$ cat src/rtl/unified_sram_arbiter.sv
// ============================================================================
// unified_sram_arbiter
// ----------------------------------------------------------------------------
// Shares one synchronous SRAM port (1-cycle read latency) between the CPU's
// instruction-fetch requester and its data load/store requester.
//
// Arbitration is round-robin on ties. Each access is a grant/response pair:
//   - grant cycle: sram_* driven from the winner
//   - next cycle:  ack to the winner with read data taken from the SRAM
// While one requester is being acked, the other may be granted in the same
// cycle, so two alternating requesters reach one access per cycle.
//
// A saturating counter records cycles in which a requester was left waiting
// for the port.
//
// Ports
//   i_clk, i_reset                   clock, synchronous active-high reset
//   i_inst_req/i_inst_addr           fetch request (held until ack)
//   o_inst_ack/o_inst_rdata          fetch completion pulse + data
//   i_data_req/i_data_wen/
//   i_data_addr/i_data_wdata         data request (wen==0 -> read)
//   o_data_ack/o_data_rdata          data completion pulse + load data
//   o_sram_en/o_sram_wen/
//   o_sram_addr/o_sram_wdata         SRAM command (grant cycle only)
//   i_sram_rdata                     SRAM read data, valid cycle after en
//   o_conflict_cnt                   saturating contention-cycle count
// ============================================================================
module unified_sram_arbiter #(
    parameter int ADDR_W = 32,
    parameter int DATA_W = 32
) (
    input  logic                  i_clk,
    input  logic                  i_reset,
    input  logic                  i_inst_req,
    input  logic [ADDR_W-1:0]     i_inst_addr,
    output logic                  o_inst_ack,
    output logic [DATA_W-1:0]     o_inst_rdata,
    input  logic                  i_data_req,
    input  logic [DATA_W/8-1:0]   i_data_wen,
    input  logic [ADDR_W-1:0]     i_data_addr,
    input  logic [DATA_W-1:0]     i_data_wdata,
    output logic                  o_data_ack,
    output logic [DATA_W-1:0]     o_data_rdata,
    output logic                  o_sram_en,
    output logic [DATA_W/8-1:0]   o_sram_wen,
    output logic [ADDR_W-1:0]     o_sram_addr,
    output logic [DATA_W-1:0]     o_sram_wdata,
    input  logic [DATA_W-1:0]     i_sram_rdata,
    output logic [31:0]           o_conflict_cnt
);

    localparam int BE_W = DATA_W / 8;

    // State names the access issued in the previous cycle.
    typedef enum logic [1:0] {
        ST_IDLE   = 2'd0,
        ST_BUSY_I = 2'd1,
        ST_BUSY_D = 2'd2
    } state_t;

    state_t      r_state;
    logic        r_last;        // 1'b1 = data was granted last, 1'b0 = fetch
    logic        r_was_write;   // access in flight on the D side is a write
    logic [31:0] r_conflict_cnt;

    logic        w_grant_i;
    logic        w_grant_d;
    logic        w_inst_ack;
    logic        w_data_ack;
    logic        w_conflict;
    logic        w_cnt_sat;

    // Grant selection. The requester being acked in BUSY_x is not considered:
    // its req line still shows the completed access.
    always_comb begin
        w_grant_i = 1'b0;
        w_grant_d = 1'b0;
        if (!i_reset) begin
            case (r_state)
                ST_IDLE: begin
                    if (i_inst_req && i_data_req) begin
                        // last==D hands the tie to fetch, last==I to data
                        w_grant_i = r_last;
                        w_grant_d = ~r_last;
                    end else begin
                        w_grant_i = i_inst_req;
                        w_grant_d = i_data_req;
                    end
                end
                ST_BUSY_I: begin
                    w_grant_d = i_data_req;
                end
                ST_BUSY_D: begin
                    w_grant_i = i_inst_req;
                end
                default: begin
                    w_grant_i = 1'b0;
                    w_grant_d = 1'b0;
                end
            endcase
        end else begin
            w_grant_i = 1'b0;
            w_grant_d = 1'b0;
        end
    end

    // Acks follow the registered state; reset suppresses them immediately.
    assign w_inst_ack = !i_reset && (r_state == ST_BUSY_I);
    assign w_data_ack = !i_reset && (r_state == ST_BUSY_D);

    // A waiting requester that is not simultaneously completing counts as lost.
    assign w_conflict = (w_grant_i && i_data_req && !w_data_ack) ||
                        (w_grant_d && i_inst_req && !w_inst_ack);
    assign w_cnt_sat  = &r_conflict_cnt;

    assign o_sram_en    = w_grant_i | w_grant_d;
    assign o_sram_addr  = w_grant_i ? i_inst_addr :
                          (w_grant_d ? i_data_addr : {ADDR_W{1'b0}});
    assign o_sram_wen   = w_grant_d ? i_data_wen   : {BE_W{1'b0}};
    assign o_sram_wdata = w_grant_d ? i_data_wdata : {DATA_W{1'b0}};

    assign o_inst_ack   = w_inst_ack;
    assign o_data_ack   = w_data_ack;
    assign o_inst_rdata = w_inst_ack ? i_sram_rdata : {DATA_W{1'b0}};
    assign o_data_rdata = (w_data_ack && !r_was_write) ? i_sram_rdata
                                                       : {DATA_W{1'b0}};
    assign o_conflict_cnt = r_conflict_cnt;

    // Access sequencing, round-robin pointer, write flag and contention count.
    always_ff @(posedge i_clk) begin
        if (i_reset) begin
            r_state        <= ST_IDLE;
            r_last         <= 1'b1;
            r_was_write    <= 1'b0;
            r_conflict_cnt <= 32'd0;
        end else begin
            if (w_grant_i) begin
                r_state <= ST_BUSY_I;
                r_last  <= 1'b0;
            end else if (w_grant_d) begin
                r_state     <= ST_BUSY_D;
                r_last      <= 1'b1;
                r_was_write <= |i_data_wen;
            end else begin
                r_state <= ST_IDLE;
            end

            if (w_conflict && !w_cnt_sat) begin
                r_conflict_cnt <= r_conflict_cnt + 32'd1;
            end else begin
                r_conflict_cnt <= r_conflict_cnt;
            end
        end
    end

endmodule

$ cat config.mk
export PLATFORM = sky130hd
export DESIGN_NAME = unified_sram_arbiter
export DESIGN_NICKNAME = d
export VERILOG_FILES = /design/src/rtl/unified_sram_arbiter.sv
export SDC_FILE = /design/constraint.sdc
export NUM_CORES = 1
export LEC_CHECK = 0
export CORE_AREA = 2 2 118 120
export CTS_CLUSTER_SIZE = 10
export DETAILED_ROUTE_END_ITERATION = 10
export DIE_AREA = 0 0 120 122
export PLACE_DENSITY = 0.59
export SETUP_SLACK_MARGIN = 0.05
export SLEW_MARGIN = 5
export SYNTH_ARGS = -nofsm -noshare
export SYNTH_HDL_FRONTEND = slang
export SYNTH_SLANG_ARGS = --single-unit
$ cat constraint.sdc
create_clock -name i_clk -period 2.6 [get_ports i_clk]
set_clock_uncertainty 0.2 [all_clocks]
set_input_delay 0.39 -clock i_clk [delete_from_list [all_inputs] [get_ports i_clk]]
set_output_delay 0.39 -clock i_clk [all_outputs]
set_load 0.02 [all_outputs]
==> results.yml, run 1 <==
logic_synthesis:
  synthMuxAreaShare_pct: 1.93
  synthSimpleGateAreaFrac_pct: 44.7
  yosysWarnings: 0
  synth_top_family_by_area: "simple AND/OR/NAND/NOR gates"
  synthArstFlopShare_pct: 0
  synth_xor_area_share_pct: 0.308
  syn_inst: 372
  synth_area_leader_cell: "dfxtp_1"
  netlist_area_sq_mm: 0.00285
  synth-seq-cells: 36
  avgSynthCellArea_sq_um: 7.65
  synthTopCellsByArea: "dfxtp_1 25%, and2_1 22%, a22o_1 9.9%"
  synthAdderAreaFrac_pct: 0.440
  synth_compound_area_share_pct: 22.0
  synth_cell_type_count: 45
  seq_area_frac_synth_pct: 25.3
  synth-main-ff-cell: "dfxtp_1"
  yosysTopAreaCellShare_pct: 25.3
  synthesis.nets: 509
  synth_edf_count: 0
detailed_routing:
  wl_microns: 19200
  wl_met3_microns: 1920
  highest_layer: "met5"
  route.antenna.remaining_nets: 0
  first_pass_iters: 5
  vias: 4227
  viasPerCell: 4.74
  drtIter0Drc: 213
  route.detailed.drc: 0
  drt-met1-wl_microns: 8060
  post_drt_wl_per_cell_microns: 21.5
  wl_met2_microns: 8700
power_and_ir_drop:
  p_comb_share_pct: 37.7
  pwr-share-clk_pct: 32.4
  power.leakage_uw: 0.00284
  power.density_mw_per_mm2: 285
  netSwitchingFraction_pct: 29.6
  p_switching_uw: 558
  seq_power_share_pct: 29.8
  internal-power_uw: 1330
  irDropWorstVdd_v: 0.000317
setup_path:
  r2r_end: "o_conflict_cnt[28]"
  crit_required_ns: 2.01
  crit_path_start: "r_state[0]"
  rr_worst_depth: 5
  endpoint: "o_sram_wdata[28]"
  path_class: "flop to output pin"
  startpoint_type: "flop"
  worstPathArrival_ns: 1.94
  path_max_fanout: 9
  cp-end-kind: "output pin"
  r2r-start: "o_conflict_cnt[11]"
  regToRegSetupSlack_ns: 0.19
finish:
  final_util_pct: 48.9
  final_area_sq_mm: 0.00660
  drive_gt1_share_pct: 19.5
  fillers: 1348
  nets: 843
  area_delta_synth_final_pct: 132
  instances_no_fill: 891
die:
  fp-row-count: 43
  start_util_pct: 21.1
  dieArea_sq_mm: 0.0146
  ios: 303
  coreArea_sq_mm: 0.0135
  die-height_microns: 122
  fp.dieW_microns: 120
outcome:
  status: "finished, final reports clean"
grt:
  antenna_found_initial: 6
  grt_pass1_vias: 4057
  overflow: 0
  grt_start_max_net_pins: 34
  grtUsageTotal_pct: 24.5
  grt_pass1_wl_microns: 26200
timing:
  setup_violations: 0
  slew_violations: 0
  clock.fmax_mhz: 396
  max-slew-margin-rel_pct: 74.6
  finalCriticalPeriod_ns: 2.53
  hold_viol: 0
  fin_hold_ws_ns: 0.297
  rsz0062_at_grt: "no"
  worst_pin_slew_ns: 0.381
  period_share_pct: 97.2
cts:
  clock_path_buffers: 2
  cts_tree: "done"
  path_clk_slew_ns: 0.06
  insertion_delay_ns: 0.28
  cts_root_buffer: "clkbuf_16"
  cts_htree_levels: 2
  cts_hold_buf: 0
  clkSinkCount: 36
  cts_buffers: 5
hold_path:
  hp-class: "flop to flop"
  hold_start: "o_conflict_cnt[18]"
placed_design:
  dp_cells: 869
  place.port_buffers: 302
  placed_area_sq_mm: 0.00636
  gp_congestion: 0.956
  hpwl_microns: 16300
job:
  cap_violations: 0
[synth_stat cells, types with 2 or more instances]
cell type and n:
o31ai_1 9, mux2_2 4, nor2_1 14, or2_2 4
nand4_1 8, nand3_1 17, or3_1 10, o21ai_0 12
nor3_1 4, nand2_1 13, o21a_1 5, a21oi_1 20
buf_2 2, a22o_1 32, inv_1 4, buf_6 3
nor4_1 6, clkbuf_1 18, nor3b_1 5, nor2b_1 6
and3_1 4, o311ai_0 3, or4_1 10, o41ai_1 3
and2_1 101, dfxtp_1 36
[per-stage QoR]
stage / power, uW / setup slack [ns] / setup TNS [ns]
6_report: 1880 / 0.0736 / 0
5_1_grt: 1960 / 0.0360 / 0
4_1_cts: 1880 / 0.0485 / 0
3_5_place_dp: 1280 / -0.594 / -57.59
3_3_place_gp: 1280 / -0.522 / -58.14
2_1_floorplan: 805 / 0.120 / 0
[worst min path at each step]
stage	end	slack, ns	cells after the start
finish	o_conflict_cnt[18]	0.30	1
global route	o_conflict_cnt[18]	0.32	1
CTS	r_was_write	0.32	2
detailed placement	r_was_write	0.30	2
floorplan	r_was_write	0.28	2
global placement	o_conflict_cnt[23]	0.30	2
[flip-flops by register name, indices dropped and copies added (netlist names)]
| signal | count |
|---|---|
| o_conflict_cnt | 32 |
| r_last | 1 |
| r_state | 2 |
| r_was_write | 1 |
[layer usage]
layer  GRT usage, %  up-vias
met4           6.54        4
met3           10.1       20
met2           38.8      183
met1           30.8     1989
met5              0        -
li1               -     2031
[logic make-up after synthesis]
| kind of cell | Yosys count |
|---|---|
| DFF | 36 |
| buffers and inverters | 30 |
| and+or+nand+nor | 211 |
| AOI/OAI and AO/OA | 88 |
| muxes | 5 |
| adders and majority gates | 1 |
| xor gates and xnor gates | 1 |
[placed cells by master (no fill, tap or decap), types with 4 or more instances in the layout]
cell and count:
o31ai_1 9, a22o_1 31, or4_1 9, nand3_1 17, or3_1 10, diode_2 4, nand2_1 13, dlygate4sd2_1 71
clkdlybuf4s15_2 13, clkdlybuf4s15_1 19, nor2b_1 5, or2_2 4, nor4_1 4, buf_2 13, nor2_1 12, clkbuf_16 7
buf_4 41, o21ai_0 12, and3_1 4, buf_12 9, clkdlybuf4s50_1 165, clkbuf_2 13, mux2_2 4, nand4_1 8
dfxtp_1 33, buf_6 5, inv_1 4, a21oi_1 19, o21a_1 5, and2_1 100
[final cells by class]
class                      instances  area (sq um)  share of cell area, %
antenna                            4          10.0                  0.152
timing repair buffer             353          3390                   51.4
inverter                           4          15.0                  0.227
clock inverter                     2          10.0                  0.152
multi-input combinational        306          2080                   31.5
clock buffer                       6           139                   2.10
sequential                        36           727                   11.0
tap                              180           225                   3.41
[worst max-delay path: stages, from the launching register on]
cell	delay, ns
dfxtp_4	0.38
and3b_2	0.24
nor3_4	0.18
buf_4	0.14
buf_12	0.13
and2_1	0.25
clkdlybuf4s15_1	0.34
[power groups by stage]
stage	logic (uW)	clock network (uW)	registers (uW)
finish	711	611	562
global route	745	647	563
CTS	694	620	562
detailed placement	710	0	573
global placement	707	0	573
floorplan	231	0	574
[timing repair]
item	4_1_cts	5_1_grt
cloned	2	2
endpoints found under the setup margin	151	70
gates resized for setup	207	61
setup buffers	2	4
pin swaps	1	4
Note: power is estimated with default switching activity, not from simulation.
==> run 2: changes to the inputs <==
--- a/config.mk
+++ b/config.mk
@@ -5,11 +5,12 @@
 export SDC_FILE = /design/constraint.sdc
 export NUM_CORES = 1
 export LEC_CHECK = 0
-export CORE_AREA = 2 2 118 120
+export ABC_AREA = 1
+export CORE_AREA = 2 2 116 118
 export CTS_CLUSTER_SIZE = 10
 export DETAILED_ROUTE_END_ITERATION = 10
-export DIE_AREA = 0 0 120 122
-export PLACE_DENSITY = 0.59
+export DIE_AREA = 0 0 118 120
+export PLACE_DENSITY = 0.7
 export SETUP_SLACK_MARGIN = 0.05
 export SLEW_MARGIN = 5
 export SYNTH_ARGS = -nofsm -noshare
==> run 2 against run 1 <==
  * Cell count grew 21%
  * Count of clock-buffer cells in the layout unchanged
  * Die area fell by 3.3%
  * Maximum frequency up 4.1%
  * Sequential cell count is the same
  * Setup slack better by 0.099 ns
  * Clock power rose by 4.3%
  * Sequential power rose by 0.7%
  * Cell area increased by 5.7%
  * Sequential share of layout area is 0.69 points lower
  * Critical path depth up 1
  * Utilization grew 4.9 points
==> results.yml, run 2 <==
finish:
  final_common_cell: "clkdlybuf4s50_1"
  area_delta_synth_final_pct: 105
  nets: 1039
  largest_register_ffs: 32
  final_util_pct: 53.8
  fillers: 1298
  final_cell_mix: "195 x clkdlybuf4s50_1, 161 x nor2_1, 140 x nand2_1"
  drive_gt1_share_pct: 9.52
logic_synthesis:
  synth_edf_count: 0
  synthArstFlopShare_pct: 0
  yosysMostFrequentCell: "nor2_1"
  synthesis.nets: 736
  synth-seq-cells: 36
  synth_area_leader_cell: "dfxtp_1"
  syn_inst: 599
  synthTopCellsByArea: "dfxtp_1 21%, nor2_1 18%, nand2_1 16%"
  yosysTopAreaCellShare_pct: 21.2
  seq_area_frac_synth_pct: 21.2
  avgSynthCellArea_sq_um: 5.69
  netlist_area_sq_mm: 0.00341
  synth_cell_type_count: 30
  synthTopCellsByCount: "162 x nor2_1, 142 x nand2_1, 97 x inv_1"
  yosysWarnings: 0
  synth-main-ff-cell: "dfxtp_1"
detailed_routing:
  viasPerCell: 4.38
  vias: 4730
  wl_microns: 17900
  drtIter0Drc: 216
  post_drt_wl_per_cell_microns: 16.6
  route.detailed.drc: 0
  first_pass_iters: 4
  route.antenna.remaining_nets: 0
setup_path:
  startpoint_type: "flop"
  crit_required_ns: 2.01
  path_max_fanout: 12
  max_stage_delay_ns: 0.39
  rr_worst_depth: 10
  regToRegSetupSlack_ns: 0.36
  path_class: "flop to output pin"
  crit_chain: "inv_1 -> nand3_1 -> nand2_2 -> nor2_4 -> clkbuf_16 -> a22o_1 -> dlygate4sd2_1"
  slowest_stage: "dfxtp_1"
  cp-end-kind: "output pin"
  worstPathArrival_ns: 1.84
grt:
  antenna_found_initial: 1
  overflow: 0
  grt_pass1_vias: 4402
  grtUsageTotal_pct: 23.7
  grt_start_max_net_pins: 38
  grt_pass1_wl_microns: 25900
cts:
  post_cts_buffers: 0
  cts_tree: "done"
  path_clk_slew_ns: 0.06
  cts_hold_buf: 0
  clock_path_buffers: 2
  insertion_delay_ns: 0.29
  cts_htree_levels: 2
  clkSinkCount: 36
  cts_buffers: 5
  cts_root_buffer: "clkbuf_16"
timing:
  rsz0062_at_grt: "no"
  period_share_pct: 93.4
  clock.fmax_mhz: 412
  max-slew-margin-rel_pct: 70.9
  fin_hold_ws_ns: 0.325
  hold_viol: 0
  finalCriticalPeriod_ns: 2.43
  setup_violations: 0
  worst_pin_slew_ns: 0.436
  slew_violations: 0
die:
  die-height_microns: 120
  dieArea_sq_mm: 0.0142
  fp.dieW_microns: 118
  fp-row-count: 42
  ios: 303
  coreArea_sq_mm: 0.0130
  start_util_pct: 26.2
power_and_ir_drop:
  power.density_mw_per_mm2: 281
  irDropWorstVdd_v: 0.000208
  total_power_uw: 1960
  power.leakage_uw: 0.00345
placed_design:
  hpwl_microns: 14600
  place.port_buffers: 302
  gp_congestion: 0.918
hold_path:
  whs_path_depth: 2
  hp-class: "flop to flop"
outcome:
  status: "finished, final reports clean"
job:
  cap_violations: 0
## run 2: changes by cell type in the layout (fill, tap and decap cells not counted), moves of 10 or more
cell / change
inv_1: +93
clkbuf_2: -12
clkdlybuf4s15_2: -10
buf_2: -12
and2_1: -100
nor2_1: +149
a21oi_2: +16
or3_1: -10
nand3_1: +13
clkdlybuf4s50_1: +30
xor2_1: +10
buf_4: -25
dlymetal6s2s_1: +14
nand2_1: +127
## run 2: per-layer routing
metal | vias up | track usage (%) | wire (microns)
met1 | 2069 | 31.0 | 7790
met3 | 10 | 10.6 | 2090
met2 | 209 | 37.1 | 7910
met4 | 0 | 2.79 | 140
li1 | 2442 | - | -
met5 | - | 0 | 0
## run 2: final cells by class
cell class / instances / area, sq um / share of cell area (%)
flip-flops and latches: 36 / 721 / 10.3
well taps: 176 / 220 / 3.16
clock inverters: 2 / 15.0 / 0.215
multi-input cells: 438 / 2230 / 32.0
clock buffers: 6 / 139 / 1.99
diodes: 1 / 2.50 / 0.0359
repair buffers: 321 / 3270 / 46.9
inverters: 100 / 378 / 5.41
## run 2: path summary, 6_finish.rpt
kind                 startpoint                  to
max                  r_state[1]     o_sram_addr[12]
max reg2reg   o_conflict_cnt[1]  o_conflict_cnt[23]
min          o_conflict_cnt[31]  o_conflict_cnt[31]
min reg2reg  o_conflict_cnt[31]  o_conflict_cnt[31]
## run 2: worst max-delay path: cells and delay by family (launching register included)
| family | cells | cell delay [ns] |
|---|---|---|
| AOI/OAI and AO/OA | 1 | 0.12 |
| buffers and inverters | 3 | 0.61 |
| DFF | 1 | 0.39 |
| and+or+nand+nor | 3 | 0.44 |
## run 2: power breakdown
group          switching [uW]  internal, uW  total (uW)
logic                     366           395         760
registers                6.87           559         566
clock network             255           382         637
total                     627          1340        1960
## run 2: cells by family after synthesis
group	Yosys count	synth area share, %
AOI/OAI and AO/OA	66	15.2
xor gates and xnor gates	15	3.86
adders and majority gates	1	0.367
buffers and inverters	125	15.1
DFF	36	21.2
and+or+nand+nor	356	44.3
## run 2: timing repair
action / 4_1_cts / 5_1_grt
pin swaps: 1 / 2
gates cloned: 0 / 2
setup endpoints to repair: 88 / 78
resized for setup: 95 / 31
## run 2: per-stage QoR
| step | setup WS (ns) | TNS, ns | instance area (sq um) | std cells |
|---|---|---|---|---|
| floorplan | 0.184 | 0 | 3410 | 599 |
| global placement | -0.273 | -11.95 | 6750 | 1069 |
| detailed placement | -0.254 | -12.15 | 6750 | 1069 |
| CTS | 0.0330 | 0 | 6840 | 1077 |
| global route | 0.0635 | 0 | 6980 | 1080 |
| finish | 0.173 | 0 | 6980 | 1080 |
==> run 3: changes to the inputs <==
--- a/config.mk
+++ b/config.mk
@@ -11,7 +11,6 @@
 export DETAILED_ROUTE_END_ITERATION = 10
 export DIE_AREA = 0 0 118 120
 export PLACE_DENSITY = 0.7
-export SETUP_SLACK_MARGIN = 0.05
 export SLEW_MARGIN = 5
 export SYNTH_ARGS = -nofsm -noshare
 export SYNTH_HDL_FRONTEND = slang
==> run 3 against run 2 <==
  * Utilization about the same
  * First-iteration DRC count up 5.1%
  * Maximum frequency is 4.3% lower
  * Non-clock buffer count is 1 higher
  * Count of clock-buffer cells in the layout unchanged
  * Critical path type is now primary input to output pin
  * Critical endpoint is now o_sram_wdata[19]
  * Largest power group unchanged
==> results.yml, run 3 (synthesis results as in run 2) <==
cts:
  path_clk_slew_ns: 0.06
  cts_buffers: 5
  clock_path_buffers: 2
  cts_tree: "done"
  clkSinkCount: 36
  insertion_delay_ns: 0.28
  cts_root_buffer: "clkbuf_16"
  cts_htree_levels: 2
timing:
  max-slew-margin-rel_pct: 70.7
  fin_hold_ws_ns: 0.324
  rsz0062_at_grt: "yes"
  worst_pin_slew_ns: 0.439
  slew_violations: 0
  clock.fmax_mhz: 394
  period_share_pct: 97.6
  setup_tns_ns: 0
  hold_viol: 0
  finalCriticalPeriod_ns: 2.54
  setup_violations: 0
detailed_routing:
  post_drt_wl_per_cell_microns: 16.8
  first_pass_iters: 4
  wl_microns: 18100
  viasPerCell: 4.41
  route.detailed.drc: 0
  vias: 4771
  drtIter0Drc: 227
  route.antenna.remaining_nets: 0
grt:
  antenna_found_initial: 1
  grtUsageTotal_pct: 23.7
  grt_pass1_vias: 4406
  grt_start_max_net_pins: 38
  overflow: 0
  grt_pass1_wl_microns: 25900
setup_path:
  crit_chain: "clkdlybuf4s50_1 -> nand2_2 -> nor2_8 -> inv_2 -> buf_12 -> nor2_1 -> dlygate4sd2_1"
  r2r-start: "o_conflict_cnt[1]"
  worstPathArrival_ns: 1.95
  cp-end-kind: "output pin"
  crit_required_ns: 2.01
  max_stage_delay_ns: 0.53
  r2r_end: "o_conflict_cnt[23]"
  slowest_stage: "clkdlybuf4s50_1"
  startpoint_type: "primary input"
  path_class: "primary input to output pin"
  rr_worst_depth: 10
  regToRegSetupSlack_ns: 0.36
  path_max_fanout: 37
placed_design:
  place.port_buffers: 302
  hpwl_microns: 14600
  dp_cells: 1069
  gp_congestion: 0.918
outcome:
  status: "finished, final reports clean"
finish:
  largest_register_ffs: 32
  final_common_cell: "clkdlybuf4s50_1"
  final_cell_mix: "196 x clkdlybuf4s50_1, 161 x nor2_1, 140 x nand2_1"
  final_util_pct: 53.7
  instances_no_fill: 1081
  fillers: 1285
  drive_gt1_share_pct: 11.3
  area_delta_synth_final_pct: 105
  nets: 1040
power_and_ir_drop:
  power.leakage_uw: 0.00365
  power.density_mw_per_mm2: 282
  irDropWorstVdd_v: 0.000207
die:
  fp.dieW_microns: 118
  die-height_microns: 120
  coreArea_sq_mm: 0.0130
  dieArea_sq_mm: 0.0142
  ios: 303
  start_util_pct: 26.2
  fp-row-count: 42
hold_path:
  whs_path_depth: 2
  hold_path_end: "o_conflict_cnt[6]"
  hp-class: "flop to flop"
  hold_start: "o_conflict_cnt[6]"
job:
  cap_violations: 0
run 3: worst max path at each step:
| stage | from | end | cells after the start | slack (ns) |
|---|---|---|---|---|
| 2_1_floorplan | i_reset | o_data_rdata[10] | 5 | 0.18 |
| 3_3_place_gp | i_data_req | o_sram_wdata[7] | 7 | -0.27 |
| 3_5_place_dp | i_data_req | o_sram_wen[3] | 7 | -0.25 |
| 4_1_cts | i_data_req | o_sram_addr[9] | 7 | -0.01 |
| 5_1_grt | i_data_req | o_sram_wdata[15] | 7 | -0.004 |
| 6_report | i_data_req | o_sram_wdata[19] | 7 | 0.06 |
run 3: area by class of cell:
class                      count  area [sq um]  share of cell area (%)
sequential                    36           721                    10.3
antenna                        1          2.50                  0.0359
clock inverter                 2          15.0                   0.215
clock buffer                   6           139                    1.99
tap                          176           220                    3.16
multi-input combinational    438          2220                    31.9
timing repair buffer         322          3280                    47.0
inverter                     100           378                    5.42
run 3: where the power goes:
group,internal (uW),switching (uW)
logic,394,369
registers,559,6.90
clock network,382,257
total,1330,632
run 3: timing repair:
action                                  in CTS  in global routing
setup buffers                                0                  1
cloned                                       0                  2
endpoints found under the setup margin      65                 66
resized for setup                           63                 96
hold buffers                                 0                  0
pin swaps                                    0                  2
run 3: worst max-delay path, delay by kind of cell:
family	cells	cell delay, ns
buf+inv	4	1.14
simple gates	3	0.41
run 3: per-stage QoR:
stage	setup WS [ns]	total power, uW	instance area (sq um)
CTS	-0.0112	1940	6840
global route	-0.00433	2040	6980
detailed placement	-0.254	1340	6750
finish	0.0633	1970	6980
global placement	-0.273	1350	6750
floorplan	0.184	876	3410
run 3: per-layer routing:
metal | track usage (%) | wire [microns]
met2 | 37.1 | 8050
met1 | 30.9 | 7920
met3 | 10.7 | 2020
met5 | 0 | 0
met4 | 2.79 | 150
